File: config.mk
export PLATFORM = sky130hd
export DESIGN_NAME = bus_arbiter_split
export DESIGN_NICKNAME = d
export VERILOG_FILES = /design/src/rtl/bus_arbiter_split.sv
export SDC_FILE = /design/constraint.sdc
export NUM_CORES = 1
export LEC_CHECK = 0
export CAP_MARGIN = 5
export CORE_AREA = 2 2 53 55
export CTS_BUF_LIST = sky130_fd_sc_hd__clkbuf_4 sky130_fd_sc_hd__clkbuf_8
export DETAILED_ROUTE_END_ITERATION = 10
export DIE_AREA = 0 0 55 57
export DONT_BUFFER_PORTS = 1
export PLACE_DENSITY = 0.47
export SETUP_SLACK_MARGIN = 0.02
export SYNTH_ARGS = -nofsm -noshare
export SYNTH_HDL_FRONTEND = slang
export SYNTH_SLANG_ARGS = --single-unit
export TNS_END_PERCENT = 30
File: constraint.sdc
create_clock -name clk -period 2.7 [get_ports clk]
set_clock_uncertainty 0.2 [all_clocks]
set_input_delay 0 -clock clk [delete_from_list [all_inputs] [get_ports clk]]
set_output_delay 0 -clock clk [all_outputs]
set_load 0.02 [all_outputs]
File: src/rtl/bus_arbiter_split.sv
// Two-master bus arbiter with split/resume; ARB_ROUND_ROBIN_EN selects round-robin over fixed M1 priority.
// Latency: grant 1 cycle after a sampled request in IDLE; release then GRANT_GAP idle turnaround cycles.
// Backpressure: no grants while sready=0 in IDLE; split masters stay ineligible until their resume.
module bus_arbiter_split #(
  parameter int GRANT_GAP = 1
) (
  input  logic clk,
  input  logic rst,
  input  logic m1_breq,
  input  logic m2_breq,
  output logic m1_bgrant,
  output logic m2_bgrant,
  output logic msel,
  input  logic sready,
  input  logic s_split,
  input  logic s_split_done,
  output logic m1_split,
  output logic m2_split,
  output logic split_grant,
  output logic bus_busy
);

  typedef enum logic [1:0] {IDLE, OWN1, OWN2, GAP} state_t;

  localparam logic [3:0] GAP_LOAD  = (GRANT_GAP > 0) ? 4'(GRANT_GAP - 1) : 4'd0;
  localparam state_t     REL_STATE = (GRANT_GAP > 0) ? GAP : IDLE;
  localparam logic       REL_BUSY  = (GRANT_GAP > 0);

  state_t     state;
  logic [3:0] gap_cnt;
  logic       pending;
`ifdef ARB_ROUND_ROBIN_EN
  logic       last_m1;  // 1 = master 1 held the most recent grant
`endif

  logic split_out;
  logic elig1;
  logic elig2;
  logic pick_m2;
  logic take_m2;
  logic grant_go;
  logic own_req;
  logic do_split;

  always_comb begin
    split_out = m1_split | m2_split;
    elig1     = m1_breq & ~m1_split;
    elig2     = m2_breq & ~m2_split;
`ifdef ARB_ROUND_ROBIN_EN
    pick_m2   = elig2 & (~elig1 | last_m1);
`else
    pick_m2   = elig2 & ~elig1;
`endif
    // a resumed split master wins over any fresh request
    take_m2   = pending ? m2_split : pick_m2;
    grant_go  = sready & (pending | elig1 | elig2);
    own_req   = (state == OWN1) ? m1_breq : m2_breq;
    do_split  = s_split & ~split_out;
  end

  always_ff @(posedge clk or posedge rst) begin
    if (rst) begin
      state       <= IDLE;
      gap_cnt     <= 4'd0;
      pending     <= 1'b0;
      m1_bgrant   <= 1'b0;
      m2_bgrant   <= 1'b0;
      msel        <= 1'b0;
      m1_split    <= 1'b0;
      m2_split    <= 1'b0;
      split_grant <= 1'b0;
      bus_busy    <= 1'b0;
`ifdef ARB_ROUND_ROBIN_EN
      last_m1     <= 1'b0;
`endif
    end else begin
      split_grant <= 1'b0;
      if (split_out && s_split_done)
        pending <= 1'b1;

      case (state)
        IDLE: begin
          if (grant_go) begin
            state     <= take_m2 ? OWN2 : OWN1;
            m1_bgrant <= ~take_m2;
            m2_bgrant <= take_m2;
            msel      <= take_m2;
            bus_busy  <= 1'b1;
`ifdef ARB_ROUND_ROBIN_EN
            last_m1   <= ~take_m2;
`endif
            if (pending) begin
              split_grant <= 1'b1;
              pending     <= 1'b0;
              m1_split    <= 1'b0;
              m2_split    <= 1'b0;
            end
          end
        end

        OWN1, OWN2: begin
          if (do_split || !own_req) begin
            if (do_split) begin
              m1_split <= (state == OWN1);
              m2_split <= (state == OWN2);
            end
            m1_bgrant <= 1'b0;
            m2_bgrant <= 1'b0;
            state     <= REL_STATE;
            gap_cnt   <= GAP_LOAD;
            bus_busy  <= REL_BUSY;
          end
        end

        GAP: begin
          if (gap_cnt == 4'd0) begin
            state    <= IDLE;
            bus_busy <= 1'b0;
          end else begin
            gap_cnt <= gap_cnt - 4'd1;
          end
        end

        default: state <= IDLE;
      endcase
    end
  end

endmodule
==> impl_summary.txt <==
----------------------------------------------------
[Floorplan]
  Num rows ... 19
  Std-Cell Core Area ... 2620 µm²
  Area of the die ... 3140 µm²
  Die height ... 57 µm
  Width of the die ... 55 µm
  I/O pin total ... 14
  Starting density of the core ... 0.325

[Detailed routing]
  DRC violation count after routing ... 0
  Detailed Route Iter0 Violations ... 18
  Post-DR wirelength/cell ... 13.4 µm
  Number of search-and-repair iterations in the first detailed-routing pass ... 5
  Drt via density ... 5.13
  Total number of vias ... 621
  Sum of routed wire length over all layers ... ~1600 µm
  Antenna Violating Nets Remaining ... 0

[STA]
  Maximum clock frequency ... 478 MHz
  Slew of the pin with the lowest slew margin ... roughly 0.54 ns
  Total setup violations reported at the end of the flow ... 0
  Post-route clock period utilization ... 0.774
  Final Hold Viols ... 14
  Final worst path period need ... 2.09 ns
  Worst hold margin ... -0.00667 ns
  Fin. max-slew vios ... 0
  Relative slew slack ... 0.638
  Unrepaired setup endpoints after global routing ... no
  Final total negative setup slack ... 0 ns

[Setup path]
  Register-to-Register Path Depth ... 6
  Critical path endpoint ... gap_cnt[0]
  Largest fanout on the critical path ... 7
  RR Startpoint ... state[1]
  Worst Path Required ... 2.71 ns
  Critical path, cell by cell ... inv_1 > ha_1 > mux2_2 > a311oi_4 > nand2_1 > mux2i_1
  Slowest Stage Delay on Critical Path ... 0.44 ns
  Slowest-stage cell, CP ... sky130_fd_sc_hd__a311oi_4
  WP data arrival ... 2.10 ns
  Startpoint type of the worst setup path ... flop
  Worst Setup SP ... state[1]
  Type of the worst setup path ... flop to flop
  Setup slack on the worst flop-to-flop path ... ~0.6 ns
  Destination of the worst register-to-register timing path ... gap_cnt[0]
  Endpoint type of the worst setup path ... flop

[Global routing]
  Number of antenna violations at the first check in global routing ... 0
  All-layer global routing usage ... 0.121
  First-pass GRT wire length ... 2770 µm
  Number of global-route vias before repair ... 651
  Leftover overflow at the end of global routing ... 0
  Pin count of the biggest net entering global routing ... 15

[Placed design]
  Final weighted congestion in routability-driven placement ... 0.641
  Number of buffers added on ports ... 0
  Post-Place Cell Area ... 885 µm²
  Total half-perimeter wirelength after legalization and detailed placement ... around 1200 µm

[Clocking]
  Count of clock tree sinks ... 14
  Worst-case clock buffer depth ... 2
  Clock transition at the registers of the reported paths ... ~0.09 ns
  CTS H-Tree Depth ... 1
  Number of hold-repair buffers added at the cts stage ... 6
  Clock insertion delay at the later pin of the skew report ... 0.28 ns
  Post-CTS Setup Inserts ... 0
  TritonCTS clock tree ... built
  Clock Tree Root ... sky130_fd_sc_hd__clkbuf_4
  Quantity of gates resized following cts ... 0
  TritonCTS Buffers ... 3

[Status]
  Failing checks ... negative hold slack
  Outcome ... finished, violations left

[Layout]
  Area added between synthesis and finish ... 15.5%
  Non-Filler Cell Area, Final ... 981 µm²
  Final-layout fill cell count ... 261
  N_diodes ... 0
  Proportion of layout cells with a drive suffix above 1 ... 0.122
  NumNets Final ... 105

[Pwr]
  Largest voltage drop on the vdd net ... 481 µV
  Power density normalized to cell area ... 1250 nW/µm²
  Leakage ... 0.448 nW

[Synthesis]
  Post-synthesis sequential element count ... 14
  Share of Yosys cell area claimed by the top area cell type ... 0.412
  Number of flops mapped to enable cells by yosys ... 0
  Most used DFF post-synth ... sky130_fd_sc_hd__dfrtp_1
  Post-synthesis cell type with the largest combined area ... sky130_fd_sc_hd__dfrtp_1
  Post-synthesis sequential area ratio ... 0.412
  Average cell area after synthesis ... ~10 µm²
  Synthesized instance count ... 81
  Cell types occupying the most area after synthesis ... sky130_fd_sc_hd__dfrtp_1 41%, sky130_fd_sc_hd__ha_1 10%, sky130_fd_sc_hd__mux2_2 5.3%
  Yosys synthesis warning count ... 0
  Cell variety after synth ... 30
  Mapped Area ... 850 µm²
  Syn_nets ... 95
  Asr flop ratio synth ... 1.00

[Job]
  Max-capacitance violation count ... 0

[Hold path]
  Hold WC Path Type ... primary input to async pin

----------------------------------------------------
synthesized netlist by cell type, types with 3 or more instances:
cell and number:
sky130_fd_sc_hd__inv_1 7, sky130_fd_sc_hd__nor2b_1 3, sky130_fd_sc_hd__ha_1 7, sky130_fd_sc_hd__o21ai_0 3, sky130_fd_sc_hd__mux2_2 4, sky130_fd_sc_hd__mux2i_1 3, sky130_fd_sc_hd__o2bb2ai_1 3, sky130_fd_sc_hd__nor2_1 3
sky130_fd_sc_hd__nand2b_1 3, sky130_fd_sc_hd__nand2_1 7, sky130_fd_sc_hd__dfrtp_1 14
worst max-delay path: cells and delay by family (launching register included):
family | cells | cell delay, ns
buffers and inverters | 1 | 0.13
multiplexers | 2 | 0.52
AO/OA/AOI/OAI | 1 | 0.44
flip-flops | 1 | 0.41
AND/OR/NAND/NOR | 1 | 0.13
adder cells (fa/ha/maj) | 1 | 0.20
worst min-delay path by stage:
| stage | start | end | depth (start not counted) |
|---|---|---|---|
| 2_1_floorplan | rst | bus_busy | 1 |
| 3_3_place_gp | rst | m1_bgrant | 1 |
| 3_5_place_dp | rst | m1_bgrant | 1 |
| 4_1_cts | m2_breq | gap_cnt[0] | 3 |
| 5_1_grt | m2_breq | gap_cnt[0] | 3 |
| 6_report | rst | m1_bgrant | 2 |
cell type report:
type,count,area [µm²],area share
well taps,31,38.8,0.0395
inverters,7,26.3,0.0268
multi-input cells,59,469,0.478
clock buffers,4,36.3,0.0370
repair buffers,6,60.1,0.0612
flip-flops and latches,14,350,0.357
routing by layer:
layer | global-route usage | part of all wire | up-vias
li1 | - | - | 314
met1 | 0.159 | 0.49 | 294
met2 | 0.184 | 0.46 | 9
met3 | 0.0340 | 0.026 | 4
met4 | 0.0523 | 0.025 | 0
met5 | 0 | 0 | -
report_power, final:
group          leakage (nW)  switching [mW]  internal, mW
logic                 0.250           0.332         0.314
registers             0.177           0.131         0.298
clock network        0.0210          0.0729        0.0820
metrics by stage:
| stage | util | hold WS (ns) | setup slack (ns) | std cells | power [mW] |
|---|---|---|---|---|---|
| 2_1_floorplan | - | -0.311 | 0.695 | 81 | 0.945 |
| 3_3_place_gp | 0.338 | -0.227 | 0.645 | 111 | 1.06 |
| 3_5_place_dp | 0.338 | -0.231 | 0.611 | 111 | 1.07 |
| 4_1_cts | 0.375 | 0.00750 | 0.599 | 121 | 1.24 |
| 5_1_grt | 0.375 | 0.0182 | 0.417 | 121 | 1.34 |
| 6_report | 0.375 | -0.00667 | 0.610 | 121 | 1.23 |
cell families (layout without fill, tap and decap cells):
group	Yosys count	in the layout	share of synthesized area
simple gates	25	25	0.166
compound gates	20	20	0.194
flops	14	14	0.412
buf+inv	8	17	0.0353
fa+ha+maj	7	7	0.103
mux	7	7	0.0884
sequential cells by signal, summed over array words and instances, names as in the netlist:
name	flops
state	2
bus_busy	1
m1_bgrant	1
m2_split	1
split_grant	1
msel	1
gap_cnt	4
m1_split	1
m2_bgrant	1
pending	1
layout by cell type (no fill, tap or decap), types with 2 or more instances in the layout:
master | synthesis | final
sky130_fd_sc_hd__inv_1 | 7 | 7
sky130_fd_sc_hd__nand2_1 | 7 | 7
sky130_fd_sc_hd__a31oi_1 | 2 | 2
sky130_fd_sc_hd__clkbuf_4 | 0 | 3
sky130_fd_sc_hd__o31ai_1 | 2 | 2
sky130_fd_sc_hd__dlygate4sd3_1 | 0 | 6
sky130_fd_sc_hd__dfrtp_1 | 14 | 14
sky130_fd_sc_hd__ha_1 | 7 | 7
sky130_fd_sc_hd__nand3_1 | 2 | 2
sky130_fd_sc_hd__nor2b_1 | 3 | 3
sky130_fd_sc_hd__o21ai_0 | 3 | 3
sky130_fd_sc_hd__nand2b_1 | 3 | 3
sky130_fd_sc_hd__nor2_1 | 3 | 3
sky130_fd_sc_hd__nand4_1 | 2 | 2
sky130_fd_sc_hd__mux2_2 | 4 | 4
sky130_fd_sc_hd__o2bb2ai_1 | 3 | 3
sky130_fd_sc_hd__mux2i_1 | 3 | 3
sky130_fd_sc_hd__a21oi_1 | 2 | 2
(Power assumes the default switching activity.)
